<file path="config.mk">
export PLATFORM = sky130hd
export DESIGN_NAME = seq_detector_param_flat
export DESIGN_NICKNAME = d
export VERILOG_FILES = /design/src/rtl/seq_detector_param_if.sv /design/src/rtl/seq_detector_param.sv /design/src/flat_wrapper.sv
export SDC_FILE = /design/constraint.sdc
export NUM_CORES = 1
export LEC_CHECK = 0
export CAP_MARGIN = 10
export CORE_MARGIN = 1
export CORE_UTILIZATION = 50
export CTS_CLUSTER_DIAMETER = 120
export CTS_CLUSTER_SIZE = 20
export DETAILED_ROUTE_END_ITERATION = 8
export GPL_ROUTABILITY_DRIVEN = 0
export PLACE_DENSITY = 0.78
export SLEW_MARGIN = 10
export SYNTH_ARGS = -nofsm -noshare
export SYNTH_HDL_FRONTEND = slang
export SYNTH_SLANG_ARGS = --single-unit
</file>
<file path="constraint.sdc">
create_clock -name clock -period 3.6 [get_ports clock]
set_input_delay 0.36 -clock clock [delete_from_list [all_inputs] [get_ports clock]]
set_output_delay 0.36 -clock clock [all_outputs]
set_load 0.005 [all_outputs]
</file>
<file path="src/rtl/seq_detector_param_if.sv">
// seq_detector_param_if: serial input, qualifier, clear and match outputs of one detector
interface seq_detector_param_if #(
    parameter int CW = 8
);
    logic clear;
    logic en;
    logic j;
    logic w_mealy;
    logic w_moore;
    logic [CW-1:0] count;
    modport master (output clear, en, j, input w_mealy, w_moore, count);
    modport slave (input clear, en, j, output w_mealy, w_moore, count);
endinterface

</file>
<file path="src/rtl/seq_detector_param.sv">
// seq_detector_param: parametrised serial pattern detector with Mealy/Moore flags and saturating match count
module seq_detector_param #(
    parameter int N = 4,
    parameter logic [N-1:0] PATTERN = 4'b1001,
    parameter bit OVERLAP = 1'b1,
    parameter int CW = 8
) (
    input logic clock,
    input logic reset,
    seq_detector_param_if.slave bus
);
    localparam int FW = $clog2(N + 1);
    logic [N-1:0] hist_q;
    logic [N-1:0] hist_d;
    logic [FW-1:0] fill_q;
    logic [FW-1:0] fill_d;
    logic [CW-1:0] count_q;
    logic [CW-1:0] count_d;
    logic moore_q;
    logic hit;
    // a hit needs N-1 genuinely received bits plus the current one; reset and clear mask it
    always_comb begin
        hit = bus.en & ~bus.clear & ~reset & (fill_q >= FW'(N - 1)) & ({hist_q[N-2:0], bus.j} == PATTERN);
        hist_d = bus.en ? {hist_q[N-2:0], bus.j} : hist_q;
        fill_d = !bus.en ? fill_q : (hit && !OVERLAP) ? '0 : (fill_q == FW'(N)) ? fill_q : fill_q + 1'b1;
        count_d = (hit && count_q != '1) ? count_q + 1'b1 : count_q;
    end
    // reset and clear wipe all history so partial matches never survive them
    always_ff @(posedge clock) begin
        if (reset || bus.clear) begin
            hist_q <= '0;
            fill_q <= '0;
            count_q <= '0;
            moore_q <= 1'b0;
        end else begin
            hist_q <= hist_d;
            fill_q <= fill_d;
            count_q <= count_d;
            moore_q <= hit;
        end
    end
    assign bus.w_mealy = hit;
    assign bus.w_moore = moore_q;
    assign bus.count = count_q;
endmodule

</file>
<file path="src/flat_wrapper.sv">
// flat-port wrapper written by rule: the top's interface ports become plain ports
module seq_detector_param_flat 
#(
    parameter int N = 4,
    parameter logic [N-1:0] PATTERN = 4'b1001,
    parameter bit OVERLAP = 1'b1,
    parameter int CW = 8
)
  (clock, reset, bus_clear, bus_en, bus_j, bus_w_mealy, bus_w_moore, bus_count);
  seq_detector_param_if #(.CW(CW)) bus_i ();
  input logic clock;
  input logic reset;
  input wire logic [$bits(bus_i.clear)-1:0] bus_clear;
  input wire logic [$bits(bus_i.en)-1:0] bus_en;
  input wire logic [$bits(bus_i.j)-1:0] bus_j;
  output wire logic [$bits(bus_i.w_mealy)-1:0] bus_w_mealy;
  output wire logic [$bits(bus_i.w_moore)-1:0] bus_w_moore;
  output wire logic [$bits(bus_i.count)-1:0] bus_count;
  assign bus_i.clear = bus_clear;
  assign bus_i.en = bus_en;
  assign bus_i.j = bus_j;
  assign bus_w_mealy = bus_i.w_mealy;
  assign bus_w_moore = bus_i.w_moore;
  assign bus_count = bus_i.count;
  seq_detector_param #(.N(N), .PATTERN(PATTERN), .OVERLAP(OVERLAP), .CW(CW)) u_core (.clock(clock), .reset(reset), .bus(bus_i));
endmodule
</file>
==> out/metrics.yaml, run 1 <==
status: "finished clean"
grt_pass1_vias: 547
rr_worst_depth: 6
final_util: 0.679
io_pins: 15
rsz0062_at_grt: "no"
synth_edf_count: 0
final_cells: 115
wl_per_cell_microns: 11.5
row_count: 13
dp.cells: 111
die_x_microns: 39.8
setup_tns_ns: 0
diodes: 0
setup_viol: 0
min_path_type: "reg -> reg"
path_cells: "clkdlybuf4s50_1, or2_0, buf_4, or4_4, inv_2, clkdlybuf4s50_1"
yosys_warnings: 0
firstDrtPassIters: 4
fin_ws_ns: 0.836
r2r_slack_ns: 1.58
ir_worst_vdd_uv: 224
worst-path-stages: 6
hold-worst-slack_ns: 0.488
final_common_cell: "dfxtp_1"
final_cell_area_sq_um: 895
ys.flop_type: "dfxtp_1"
max_freq_ghz: 0.362
timing.rr.start: "u_core.fill_q[0]"
wl_met1_microns: 622
grt-ovfl-total: 0
relSlewSlack: 0.655
tightestPinTransition_ns: 0.515
synth.avg_cell_area_sq_um: 8.51
netlist_area_sq_um: 714
ys_seq_elements: 15
maxUsedRoutingLayer: "met4"
synth-seq-area-share: 0.420
cts_resized: 0
numClockSinks: 15
ys_async_sr_fraction: 0
cts_tree: "done"
finalHoldViolations: 0
grt_pass1_wl_microns: 2260
whs_endpoint: "u_core.hist_q[0]"
path_max_fanout: 15
clockRootBuffer: "clkbuf_4"
finish.net_count: 110
required_ns: 3.24
cap_violations: 0
crit_family: "buffers and inverters"
drive_gt1_frac: 0.0800
crit_top_cell: "clkdlybuf4s50_1"
vias: 633
multi_input_area_sq_um: 374
min_period_ns: 2.76
clk_path_buf_depth: 2
area_delta_synth_final_pct: 25.2
post-route-period-util: 0.768
syn_nets: 93
pwr_density_cell_nw_per_um2: 312
regArea_sq_um: 300
pre_cts_slack_ns: 0.845
slowest_stage: "or4_4"
hpwl_microns: 956
wl_microns: 1320
grt_max_degree: 16
crit_type: "in -> out"
drc: 0
hold_depth: 2
path_buf_inv: 4
power.total_mw: 0.279
finalClockSkew_ns: 0.0118
ctsHtreeMaxLevel: 1
mostFrequentLayoutCells: "dfxtp_1, clkdlybuf4s50_1, a21oi_1, nor2_1, inv_1"
vias_per_cell: 5.50
leakagePower_nw: 0.307
slowest_delay_ns: 0.64
syn_inst: 84
start_util: 0.542
clk_pin_slew_ns: 0.08
met2_length_microns: 648
worst_ep_arrival_time_ns: 2.40
ant_nets: 0
drt_iter0_markers: 3
min_from: "u_core.hist_q[0]"
clock_latency_ns: 0.29
core_sq_um: 1320
port_buffers: 14
die_area_sq_um: 1580
die_h_microns: 39.8
ctsHoldBuffers: 0
track_usage: 0.213
met3WireLength_microns: 40
cp-start-kind: "primary input"
antenna_found_initial: 0
critPathCaptureType: "primary output"
synth_cell_types: 28
slew_viol_final: 0
rr_endpoint: "u_core.bus.count[5]"
post-cts-setup-buffers: 0
num-fill-cells: 111
cts_inserted_buffers: 3
place_area_sq_um: 867
[kinds of logic after synthesis]
group | Yosys count | synth area share
AOI/OAI and AO/OA | 22 | 0.180
xor gates and xnor gates | 1 | 0.0123
adders and majority gates | 4 | 0.0701
buffers and inverters | 10 | 0.0560
DFF | 15 | 0.420
muxes | 2 | 0.0280
and+or+nand+nor | 30 | 0.233
[tightest hold or removal path, delay by kind of cell (launching register included)]
kind             cells  cell delay (ns)
AO/OA/AOI/OAI        1             0.06
flip-flops           1             0.33
AND/OR/NAND/NOR      1             0.06
[worst max path at each step]
stage               startpoint             endpoint  slack (ns)
finish               bus_clear          bus_w_mealy        0.84
global route         bus_clear          bus_w_mealy        0.74
floorplan            bus_clear  u_core.bus.count[5]        1.66
detailed placement   bus_clear          bus_w_mealy        0.85
CTS                  bus_clear          bus_w_mealy        0.85
global placement     bus_clear          bus_w_mealy        0.87
[flip-flops by register name (all words and copies together), names as in the netlist]
signal,cells
u_core.fill_q,3
u_core.hist_q,3
u_core.bus.w_moore,1
u_core.bus.count,8
[layer usage]
layer	global-route usage	vias to the layer above
li1	-	327
met1	0.256	292
met2	0.361	12
met3	0.0682	2
met4	0.0517	0
met5	0	-
[cell type report]
| type | count | area share |
|---|---|---|
| Multi-Input combinational cell | 59 | 0.418 |
| Sequential cell | 15 | 0.336 |
| Timing Repair Buffer | 15 | 0.165 |
| Inverter | 7 | 0.0294 |
| Clock buffer | 3 | 0.0252 |
| Tap cell | 15 | 0.0210 |
| Clock inverter | 1 | 0.00559 |
[cells in the mapped netlist, types with 2 or more instances]
master | instances | area (sq um)
nand2b_1 | 2 | 12.5
a21oi_1 | 11 | 55.1
or4_1 | 2 | 15.0
inv_1 | 6 | 22.5
ha_1 | 4 | 50.1
nand2_1 | 5 | 18.8
o31ai_1 | 4 | 30.0
or3_1 | 5 | 31.3
mux2i_1 | 2 | 20.0
o21ai_0 | 4 | 20.0
nor2_1 | 7 | 26.3
dfxtp_1 | 15 | 300
nand3_1 | 2 | 10.0
[report_power, final]
group          total, mW  leakage, nW  switching [mW]  internal [mW]
Clock             0.0966       0.0177          0.0554         0.0412
Sequential         0.168        0.121         0.00118          0.167
Combinational     0.0142        0.168         0.00664        0.00760
(Power assumes the default switching activity.)
==> run 2: changes to the inputs <==
--- a/config.mk
+++ b/config.mk
@@ -7,12 +7,12 @@
 export LEC_CHECK = 0
 export CAP_MARGIN = 10
 export CORE_MARGIN = 1
-export CORE_UTILIZATION = 50
+export CORE_UTILIZATION = 43
 export CTS_CLUSTER_DIAMETER = 120
 export CTS_CLUSTER_SIZE = 20
 export DETAILED_ROUTE_END_ITERATION = 8
 export GPL_ROUTABILITY_DRIVEN = 0
-export PLACE_DENSITY = 0.78
+export PLACE_DENSITY = 0.72
 export SLEW_MARGIN = 10
 export SYNTH_ARGS = -nofsm -noshare
 export SYNTH_HDL_FRONTEND = slang
==> constraint.sdc (replaced) <==
create_clock -name clock -period 2.48 [get_ports clock]
set_input_delay 0.248 -clock clock [delete_from_list [all_inputs] [get_ports clock]]
set_output_delay 0.248 -clock clock [all_outputs]
set_load 0.005 [all_outputs]
==> out/metrics.yaml, run 2 (synthesized netlist as in run 1, its figures left out) <==
hold_depth: 2  # unchanged
mostFrequentLayoutCells: "dfxtp_1, clkdlybuf4s50_1, a21oi_1, nor2_1, buf_4"  # was dfxtp_1, clkdlybuf4s50_1, a21oi_1, nor2_1, inv_1
slowest_stage: "or4_4"  # unchanged
drive_gt1_frac: 0.123  # was 0.0800
cts_tree: "done"  # unchanged
die_x_microns: 42.8  # was 39.8 microns
final_cell_area_sq_um: 940  # was 895 sq um
path_cells: "or3b_1, or4_4, inv_2, clkdlybuf4s50_1"  # was clkdlybuf4s50_1, or2_0, buf_4, or4_4, inv_2, clkdlybuf4s50_1
die_h_microns: 42.8  # was 39.8 microns
relSlewSlack: 0.630  # was 0.655
slowest_delay_ns: 0.55  # was 0.64 ns
post-route-period-util: 0.963
worst-path-stages: 4  # was 6
largest_reg_flops: 8  # unchanged
grt_pass1_vias: 509  # was 547
leakagePower_nw: 0.330  # was 0.307 nW
status: "finished clean"  # unchanged
numClockSinks: 15  # unchanged
firstDrtPassIters: 4  # unchanged
io_pins: 15  # unchanged
finalHoldViolations: 0  # unchanged
antenna_found_initial: 0  # unchanged
crit_type: "reg -> out"  # was in -> out
setup_tns_ns: 0  # unchanged
max_freq_ghz: 0.419
wl_microns: 1410  # was 1320 microns
track_usage: 0.162  # was 0.213
worst_ep_arrival_time_ns: 2.14  # was 2.40 ns
start_util: 0.469  # was 0.542
required_ns: 2.23  # was 3.24 ns
path_buf_inv: 2  # was 4
port_buffers: 14  # unchanged
crit_family: "simple AND/OR/NAND/NOR gates"  # was buffers and inverters
final_common_cell: "dfxtp_1"  # unchanged
clk_path_buf_depth: 2  # unchanged
core_sq_um: 1520  # was 1320 sq um
num-fill-cells: 131  # was 111
pwr_density_cell_nw_per_um2: 437  # was 312 nW/um^2
diodes: 0  # unchanged
clk_pin_slew_ns: 0.09  # was 0.08 ns
hpwl_microns: 926  # was 956 microns
slew_viol_final: 0  # unchanged
grt_pass1_wl_microns: 2220  # was 2260 microns
grt-ovfl-total: 0  # unchanged
place_area_sq_um: 876  # was 867 sq um
cp-start-kind: "flip-flop"  # was primary input
cts_inserted_buffers: 3  # unchanged
drc: 0  # unchanged
area_delta_synth_final_pct: 31.5  # was 25.2%
tightestPinTransition_ns: 0.553  # was 0.515 ns
min_path_type: "reg -> reg"  # unchanged
ir_worst_vdd_uv: 330  # was 224 uV
finish.net_count: 116  # was 110
setup_viol: 0  # unchanged
min_period_ns: 2.39
finalClockSkew_ns: 0.00621  # was 0.0118 ns
row_count: 14  # was 13
die_area_sq_um: 1830  # was 1580 sq um
rr_worst_depth: 6  # unchanged
clock_latency_ns: 0.29  # about the same
wl_per_cell_microns: 11.5  # about the same
grt_max_degree: 16  # unchanged
ctsHoldBuffers: 0  # unchanged
vias: 673  # was 633
ant_nets: 0  # unchanged
clockRootBuffer: "clkbuf_4"  # unchanged
cap_violations: 0  # unchanged
path_max_fanout: 4  # was 15
drt_iter0_markers: 10  # was 3
critPathCaptureType: "primary output"  # unchanged
ctsHtreeMaxLevel: 1  # unchanged
vias_per_cell: 5.52  # was 5.50
[run 2: tightest hold or removal path, stage by stage (launching register included)]
cell     delay, ns
dfxtp_1       0.33
nand2_1       0.06
a21oi_1       0.05
[run 2: power by group]
part           internal, mW  total (mW)  leakage, nW  switching, mW
Combinational        0.0120      0.0222        0.194         0.0102
Sequential            0.243       0.244        0.121        0.00160
Clock                0.0626       0.144       0.0150         0.0813
Total                 0.317       0.410        0.330         0.0932
[run 2: timing repair]
action / in CTS / in global routing
setup buffers: 0 / 5
gates resized for setup: 0 / 0
setup endpoints to repair: 0 / 1
[run 2: worst paths after layout]
| kind | start | to | slack, ns |
|---|---|---|---|
| max | u_core.hist_q[0] | bus_w_mealy | 0.09 |
| min | u_core.hist_q[0] | u_core.hist_q[0] | 0.48 |
| max reg2reg | u_core.hist_q[0] | u_core.bus.count[3] | 0.18 |
| min reg2reg | u_core.hist_q[0] | u_core.hist_q[0] | 0.48 |
[run 2: area by class of cell]
type                    count  area [sq um]  share of cell area
multi-input cells          59           374               0.398
clock buffers               4          26.3              0.0280
inverters                   7          26.3              0.0280
flip-flops and latches     15           300               0.320
repair buffers             21           193               0.205
well taps                  16          20.0              0.0213
[run 2: layer usage]
layer | vias to the layer above | global-route usage | routed length, microns
li1 | 346 | - | -
met1 | 306 | 0.196 | 627
met2 | 15 | 0.255 | 683
met3 | 6 | 0.0638 | 66
met4 | 0 | 0.0625 | 30
met5 | - | 0 | 0
[run 2: metrics by stage]
step,power [mW],util,hold WS (ns),cells,setup slack (ns)
2_1_floorplan,0.261,-,0.399,84,0.632
3_3_place_gp,0.272,0.575,0.460,113,0.135
3_5_place_dp,0.272,0.575,0.468,113,0.109
4_1_cts,0.417,0.592,0.485,117,0.0140
5_1_grt,0.431,0.617,0.512,122,-0.00101
6_report,0.410,0.617,0.482,122,0.0908
==> run 3: changes to the inputs <==
--- a/config.mk
+++ b/config.mk
@@ -5,7 +5,7 @@
 export SDC_FILE = /design/constraint.sdc
 export NUM_CORES = 1
 export LEC_CHECK = 0
-export CAP_MARGIN = 10
+export CAP_MARGIN = 20
 export CORE_MARGIN = 1
 export CORE_UTILIZATION = 43
 export CTS_CLUSTER_DIAMETER = 120
@@ -13,7 +13,6 @@
 export DETAILED_ROUTE_END_ITERATION = 8
 export GPL_ROUTABILITY_DRIVEN = 0
 export PLACE_DENSITY = 0.72
-export SLEW_MARGIN = 10
 export SYNTH_ARGS = -nofsm -noshare
 export SYNTH_HDL_FRONTEND = slang
 export SYNTH_SLANG_ARGS = --single-unit
==> results of run 3 <==
No change in the layout: final DEF, timing and power equal those of run 2.
